[config.mk]
export PLATFORM = sky130hd
export DESIGN_NAME = prefetch_queue
export DESIGN_NICKNAME = d
export VERILOG_FILES = /design/src/rtl/prefetch_queue.sv
export SDC_FILE = /design/constraint.sdc
export NUM_CORES = 1
export LEC_CHECK = 0
export ABC_CLOCK_PERIOD_IN_PS = 8600
export CAP_MARGIN = 20
export CORE_UTILIZATION = 40
export CTS_BUF_LIST = sky130_fd_sc_hd__clkbuf_2 sky130_fd_sc_hd__clkbuf_4 sky130_fd_sc_hd__clkbuf_8
export DETAILED_ROUTE_END_ITERATION = 10
export GPL_ROUTABILITY_DRIVEN = 0
export PLACE_DENSITY_LB_ADDON = 0.15
export RECOVER_POWER = 25
export SYNTH_ARGS = -nofsm -noshare
export SYNTH_HDL_FRONTEND = slang
export SYNTH_SLANG_ARGS = --single-unit
export TNS_END_PERCENT = 50
[constraint.sdc]
create_clock -name clk_i -period 8.6 [get_ports clk_i]
set_input_delay 1.72 -clock clk_i [delete_from_list [all_inputs] [get_ports clk_i]]
set_output_delay 1.72 -clock clk_i [all_outputs]
set_load 0.1 [all_outputs]
[src/rtl/prefetch_queue.sv]
// Instruction prefetch queue: credit-limited in-order fetch from a variable-latency
// memory, DEPTH-entry {inst, pc} buffer toward decode, flush-and-discard on redirect.
module prefetch_queue #(
  parameter int                    DATA_WIDTH = 32,
  parameter int                    ADDR_WIDTH = 32,
  parameter int                    DEPTH      = 4,
  parameter logic [ADDR_WIDTH-1:0] RESET_PC   = '0
) (
  input  logic                         clk_i,
  input  logic                         rst_n_i,
  input  logic                         redirect_i,
  input  logic [ADDR_WIDTH-1:0]        redirect_pc_i,
  output logic                         im_req_o,
  output logic [ADDR_WIDTH-1:0]        im_addr_o,
  input  logic                         im_gnt_i,
  input  logic                         im_rvalid_i,
  input  logic [DATA_WIDTH-1:0]        im_rdata_i,
  output logic                         inst_valid_o,
  output logic [DATA_WIDTH-1:0]        inst_o,
  output logic [ADDR_WIDTH-1:0]        inst_pc_o,
  input  logic                         inst_ready_i,
  output logic [$clog2(DEPTH+1)-1:0]   count_o
);

  localparam int                    PTR_W   = $clog2(DEPTH);
  localparam int                    CNT_W   = $clog2(DEPTH+1);
  localparam int                    SUM_W   = CNT_W + 2;
  localparam logic [ADDR_WIDTH-1:0] PC_STEP = ADDR_WIDTH'(DATA_WIDTH / 8);
  localparam logic [CNT_W-1:0]      CNT_ONE = CNT_W'(1);
  localparam logic [PTR_W-1:0]      PTR_ONE = PTR_W'(1);

  logic [ADDR_WIDTH-1:0] r_fetch_pc;
  logic [ADDR_WIDTH-1:0] r_resp_pc;
  logic [PTR_W-1:0]      r_rd_ptr;
  logic [PTR_W-1:0]      r_wr_ptr;
  logic [CNT_W-1:0]      r_count;
  logic [CNT_W-1:0]      r_outstanding;
  logic [CNT_W-1:0]      r_discard;
  logic [DATA_WIDTH-1:0] r_inst_mem [DEPTH];
  logic [ADDR_WIDTH-1:0] r_pc_mem   [DEPTH];

  logic [SUM_W-1:0] w_credit_used;
  logic             w_req;
  logic             w_grant;
  logic             w_resp_keep;
  logic             w_resp_drop;
  logic             w_pop;

  // Stale responses still hold a memory slot, so they consume credit too.
  assign w_credit_used = SUM_W'(r_count) + SUM_W'(r_outstanding) + SUM_W'(r_discard);
  assign w_req         = rst_n_i & ~redirect_i & (w_credit_used < SUM_W'(DEPTH));
  assign w_grant       = w_req & im_gnt_i;
  assign w_resp_keep   = im_rvalid_i & ~redirect_i & (r_discard == '0);
  assign w_resp_drop   = im_rvalid_i & ~redirect_i & (r_discard != '0);
  assign w_pop         = (r_count != '0) & inst_ready_i & ~redirect_i;

  always_ff @(posedge clk_i or negedge rst_n_i) begin
    if (!rst_n_i) begin
      r_fetch_pc    <= RESET_PC;
      r_resp_pc     <= RESET_PC;
      r_rd_ptr      <= '0;
      r_wr_ptr      <= '0;
      r_count       <= '0;
      r_outstanding <= '0;
      r_discard     <= '0;
    end else if (redirect_i) begin
      r_fetch_pc    <= redirect_pc_i;
      r_resp_pc     <= redirect_pc_i;
      r_rd_ptr      <= '0;
      r_wr_ptr      <= '0;
      r_count       <= '0;
      r_outstanding <= '0;
      r_discard     <= r_discard + r_outstanding + CNT_W'(w_grant) - CNT_W'(im_rvalid_i);
    end else begin
      if (w_grant) begin
        r_fetch_pc <= r_fetch_pc + PC_STEP;
      end
      if (w_resp_keep) begin
        r_resp_pc <= r_resp_pc + PC_STEP;
        r_wr_ptr  <= r_wr_ptr + PTR_ONE;
      end
      if (w_resp_drop) begin
        r_discard <= r_discard - CNT_ONE;
      end
      if (w_pop) begin
        r_rd_ptr <= r_rd_ptr + PTR_ONE;
      end
      r_outstanding <= r_outstanding + CNT_W'(w_grant) - CNT_W'(w_resp_keep);
      r_count       <= r_count + CNT_W'(w_resp_keep) - CNT_W'(w_pop);
    end
  end

  // Queue storage carries no reset; empty entries are masked at the output.
  always_ff @(posedge clk_i) begin
    if (w_resp_keep) begin
      r_inst_mem[r_wr_ptr] <= im_rdata_i;
      r_pc_mem[r_wr_ptr]   <= r_resp_pc;
    end
  end

  assign im_req_o     = w_req;
  assign im_addr_o    = r_fetch_pc;
  assign inst_valid_o = (r_count != '0);
  assign inst_o       = inst_valid_o ? r_inst_mem[r_rd_ptr] : '0;
  assign inst_pc_o    = inst_valid_o ? r_pc_mem[r_rd_ptr] : '0;
  assign count_o      = r_count;

endmodule

==> flow_summary.json, run 1 <==
{
  "status": "finished, violations left",
  "violations": "capacitance limit, slew limit",
  "whs_endpoint": "r_pc_mem[2][1]",
  "hold_viol": 0,
  "rsz0062_at_grt": "no",
  "cts_post_setup_buffers_inserted": 0,
  "tightest_slew_ps": 1920,
  "area_growth_pct": 23.7,
  "powerDensity_nw_per_um2": 340,
  "worst-r2r-setup-slack_ps": 4220,
  "fp.dieH_um": 190,
  "cts-hold-fix-buffers": 0,
  "max_freq_mhz": 159,
  "fin_area_um2": 17600,
  "setup_violations": 0,
  "syn_area_um2": 14200,
  "num_vias": 8419,
  "overflow": 0,
  "place_hpwl_um": 19400,
  "synth_seq_cells": 333,
  "final_layout_size_suffix_gt1_frac": 0.160,
  "grt_first_pass_wirelength_um": 50100,
  "syn_inst": 902,
  "crit_type": "in2out",
  "crit_arrival_ps": 4580,
  "drtIter0Drc": 493,
  "vdd.ir_drop.worst_v": 0.000211,
  "cts_inserted_buffers": 56,
  "cts_tree": "built",
  "relSlewSlack": -0.277,
  "synth_nets": 995,
  "ys_types": 51,
  "hold_start": "r_resp_pc[1]",
  "drt_pass1_iterations": 4,
  "core_area_um2": 34700,
  "io_pins": 171,
  "clk_latency_ps": 600,
  "cts_resized": 0,
  "die_area_um2": 36200,
  "placementRows": 68,
  "skew_ps": 20.2,
  "grt_pass1_vias": 8733,
  "worst_setup_path_start_kind": "input port",
  "nNetsFinal": 1190,
  "io_buffers": 170,
  "worstHoldPathCells": 0,
  "diodes": 0,
  "cts_max_level": 2,
  "fin_crit_sh": 0.732,
  "r2r_start": "count_o[1]",
  "synth.avg_cell_area_um2": 15.7,
  "clk_pin_slew_worst_paths_ps": 50,
  "die_w_um": 190,
  "wirelength_um": 32000,
  "placed_cell_area_um2": 16400,
  "nFillCells": 2999,
  "leakage_nw": 6.02,
  "clock_sinks": 333,
  "antenna_found_initial": 0,
  "drcViolationCount": 0,
  "holdCritPathClass": "reg2reg",
  "track_usage": 0.181,
  "avgViaCountPerCell": 5.27,
  "ant_nets": 0,
  "crit_fanout": 33,
  "drv_cap": 1,
  "tns_ps": 0,
  "end_kind": "output port",
  "cts_root_buf": "clkbuf_8",
  "drv_slew": 34,
  "initial_core_util": 0.409,
  "min_period_ps": 6300,
  "r2r-end": "r_discard[2]",
  "r2r_cells": 13,
  "required_ps": 6880,
  "ys_seq_area_frac": 0.678,
  "wl_per_cell_um": 20.0,
  "yosys_warnings": 0,
  "clockBufferDepth": 3,
  "grt_start_max_net_pins": 68
}
-- where the power goes --
part	leakage (nW)	internal (mW)	switching [mW]	total, mW
registers	3.26	1.84	0.156	2.00
logic	2.15	0.704	1.81	2.51
clock network	0.616	0.833	0.624	1.46
-- sequential cells by signal, summed over array words and instances, names as in the netlist --
| register | flops |
|---|---|
| r_discard | 3 |
| r_pc_mem | 128 |
| im_addr_o | 32 |
| count_o | 3 |
| r_resp_pc | 32 |
| r_rd_ptr | 2 |
| r_outstanding | 3 |
| r_wr_ptr | 2 |
| r_inst_mem | 128 |
-- final cells by class --
cell class	instances	area, µm²	area share
repair buffers	179	1760	0.100
multi-input cells	494	4310	0.245
inverters	33	124	0.00706
clock inverters	29	230	0.0131
well taps	455	569	0.0324
clock buffers	76	946	0.0539
flip-flops and latches	333	9620	0.548
-- per-stage QoR --
step / hold WS, ps / cells / setup slack, ps / util / total power [mW]
finish: 527 / 1599 / 2300 / 0.506 / 5.97
global route: 552 / 1599 / 1990 / 0.506 / 6.24
CTS: 532 / 1599 / 2750 / 0.506 / 6.05
detailed placement: 521 / 1494 / 3290 / 0.472 / 4.58
global placement: 497 / 1494 / 3330 / 0.472 / 4.57
floorplan: 476 / 902 / 3550 / - / 3.95
-- metal layers --
metal	vias up	share of wire	global-route usage
met3	41	0.060	0.0363
met4	0	0.016	0.0492
met2	286	0.46	0.282
li1	3873	-	-
met5	-	0	0
met1	4219	0.46	0.257
-- worst max-delay path, cell delays in order --
cell	delay [ps]
clkbuf_1	1350
and3_1	360
clkdlybuf4s50_1	1140
-- synthesized netlist by cell type (all sizes together) --
cell type  instances  area [µm²]
o211ai            10        75.1
nor3               7        35.0
a211oi             7        52.6
and3              17         108
inv               33         124
xnor2             13         114
xor2              28         245
nand2b             2        12.5
dfrtp             77        1930
o21ai             50         250
o311ai            16         140
edfxtp           256        7690
nor2              20        77.6
nand4             22         159
mux2               1        11.3
nand3             37         190
a21o               2        15.0
or3                5        31.3
nor4               6        80.1
buf               11        48.8
mux2i              1        10.0
mux4              64        1440
nor3b              1        7.51
nand2             59         221
ha                16         200
or4                3        22.5
o21bai             2        15.0
o31a               3        26.3
fa                 7         140
nor2b              4        25.0
o32ai              1        8.76
a311oi             1        8.76
clkbuf            31         116
o41ai              2        17.5
and4               3        26.3
a21oi             11        55.1
and2              70         438
o32a               1        11.3
a31oi              1        6.26
nand3b             1        7.51
-- cell families (layout without fill, tap and decap cells) --
group	Yosys count	in the layout	share of synthesized area
DFF	333	333	0.678
and+or+nand+nor	257	257	0.102
AOI/OAI and AO/OA	107	107	0.0481
buffers and inverters	75	317	0.0204
muxes	66	66	0.103
xor gates and xnor gates	41	41	0.0253
adders and majority gates	23	23	0.0240
-- placed cells by master (no fill, tap or decap), types with 17 or more instances in the layout --
cell type,n
clkbuf_8,60
edfxtp_1,256
nand3_1,36
xor2_1,28
mux4_2,64
o21ai_0,49
inv_1,32
clkinv_1,17
dfrtp_1,75
nand2_1,59
nor2_1,19
nand4_1,20
and2_1,66
clkdlybuf4s50_1,157
-- worst max-delay path by stage --
stage	from	endpoint	slack, ps
5_1_grt	rst_n_i	im_req_o	1990
6_report	rst_n_i	im_req_o	2300
2_1_floorplan	count_o[1]	im_req_o	3550
4_1_cts	r_rd_ptr[0]	inst_pc_o[2]	2750
3_5_place_dp	redirect_i	im_req_o	3290
3_3_place_gp	redirect_i	im_req_o	3330
No activity file was read; power rests on OpenSTA's default activity.
==> run 2: changes to the inputs <==
Settings changed: ABC_CLOCK_PERIOD_IN_PS 8600 to 6100.
Clock period 8.6 ns to 6.1 ns, I/O delays scaled along.
==> flow_summary.json, run 2 (synthesized netlist as in run 1, its figures left out) <==
{
  "status": "finished, final reports clean",
  "clockBufferDepth": 3,
  "cts-hold-fix-buffers": 0,
  "overflow": 0,
  "hold_viol": 0,
  "fp.dieH_um": 190,
  "drcViolationCount": 0,
  "finalPower_mw": 8.48,
  "initial_core_util": 0.409,
  "avgViaCountPerCell": 5.34,
  "setup_violations": 0,
  "required_ps": 4880,
  "track_usage": 0.183,
  "tightest_slew_ps": 1390,
  "grt_pass1_vias": 8843,
  "leakage_nw": 6.05,
  "clk_pin_slew_worst_paths_ps": 60,
  "path_delay_family": "buffers and inverters",
  "wl_per_cell_um": 20.3,
  "max_stage_delay_ps": 1140,
  "crit_path_frequent_cell": "fa_1",
  "core_area_um2": 34700,
  "crit_arrival_ps": 3960,
  "layout_common_cells": "256 x edfxtp_1, 155 x clkdlybuf4s50_1, 75 x dfrtp_1",
  "cts_inserted_buffers": 55,
  "ant_nets": 0,
  "cts_resized": 0,
  "path_cells": "inv_1, fa_1, nor2_1, fa_1, nor3b_1, o32a_2, and3_1, clkdlybuf4s50_1",
  "holdCritPathClass": "reg2reg",
  "relSlewSlack": 0.0745,
  "crit_type": "reg2out",
  "diodes": 0,
  "post-route-util": 0.507,
  "final_layout_size_suffix_gt1_frac": 0.167,
  "num_vias": 8528,
  "tns_ps": 0,
  "skew_ps": 15.9,
  "die_area_um2": 36200,
  "placementRows": 68,
  "drv_cap": 0,
  "max_freq_mhz": 193,
  "grt_first_pass_wirelength_um": 50400,
  "drv_slew": 0,
  "clk_latency_ps": 590,
  "min_period_ps": 5180,
  "worst_setup_path_start_kind": "flop",
  "end_kind": "output port",
  "largestRegisters": "r_inst_mem: 128 flops, r_pc_mem: 128 flops",
  "drtIter0Drc": 601,
  "nNetsFinal": 1189,
  "clock_sinks": 333,
  "regArea_um2": 9620,
  "die_w_um": 190,
  "antenna_found_initial": 0,
  "place_hpwl_um": 19700,
  "cts_root_buf": "clkbuf_8",
  "final_common_cell": "edfxtp_1",
  "vdd.ir_drop.worst_v": 0.000334,
  "nFillCells": 2964,
  "powerDensity_nw_per_um2": 482,
  "drt_pass1_iterations": 5,
  "holdWs_ps": 520,
  "crit_fanout": 6,
  "area_growth_pct": 24.0,
  "worst-path-buf-inv": 2,
  "wirelength_um": 32400,
  "rsz0062_at_grt": "no",
  "cts_tree": "built",
  "multiInputGateArea_um2": 4310,
  "io_pins": 171,
  "io_buffers": 170,
  "crit_slowest_cell": "clkdlybuf4s50_1",
  "grt_start_max_net_pins": 65,
  "cts_post_setup_buffers_inserted": 0,
  "cts_max_level": 2,
  "fin_crit_sh": 0.849
}
run 2: changes by cell type in the layout (fill, tap and decap cells not counted), sizes merged:
cell / change
clkinv: -10
clkbuf: +8
clkdlybuf4s50: -2
dlygate4sd3: +2
clkinvlp: -1
run 2: final timing paths:
path | startpoint | to | slack, ps | cells after the start
setup / recovery | count_o[1] | im_req_o | 920 | 8
hold / removal | r_resp_pc[0] | r_pc_mem[0][0] | 520 | 0
setup reg to reg | count_o[1] | r_discard[2] | 1790 | 13
hold reg to reg | r_resp_pc[0] | r_pc_mem[0][0] | 520 | 0
max in group asynchronous | rst_n_i | r_rd_ptr[0] | 3550 | 2
min in group asynchronous | rst_n_i | im_addr_o[9] | 940 | 1
run 2: report_power, final:
part           internal [mW]  total, mW  switching [mW]
registers               2.60       2.82           0.223
logic                  0.999       3.55            2.55
clock network           1.23       2.11           0.885
total                   4.83       8.48            3.65
run 2: area by class of cell:
class                           instances  area share
Clock buffer                           84      0.0575
Clock inverter                         18      0.0110
Inverter                               33     0.00704
Multi-Input combinational cell        494       0.245
Sequential cell                       333       0.547
Tap cell                              455      0.0324
Timing Repair Buffer                  179       0.101
run 2: per-stage QoR:
| step | cell area (µm²) | setup WS, ps | instances |
|---|---|---|---|
| finish | 17600 | 919 | 1596 |
| global route | 17600 | 772 | 1596 |
| CTS | 17600 | 879 | 1596 |
| detailed placement | 16400 | 1540 | 1494 |
| global placement | 16400 | 1630 | 1494 |
| floorplan | 14200 | 1550 | 902 |
run 2: per-layer routing:
| metal | global-route usage | wire length [µm] | up-vias |
|---|---|---|---|
| li1 | - | - | 3857 |
| met3 | 0.0324 | 1740 | 48 |
| met1 | 0.260 | 14800 | 4346 |
| met2 | 0.288 | 15200 | 277 |
| met4 | 0.0563 | 682 | 0 |
| met5 | 0 | 0 | - |
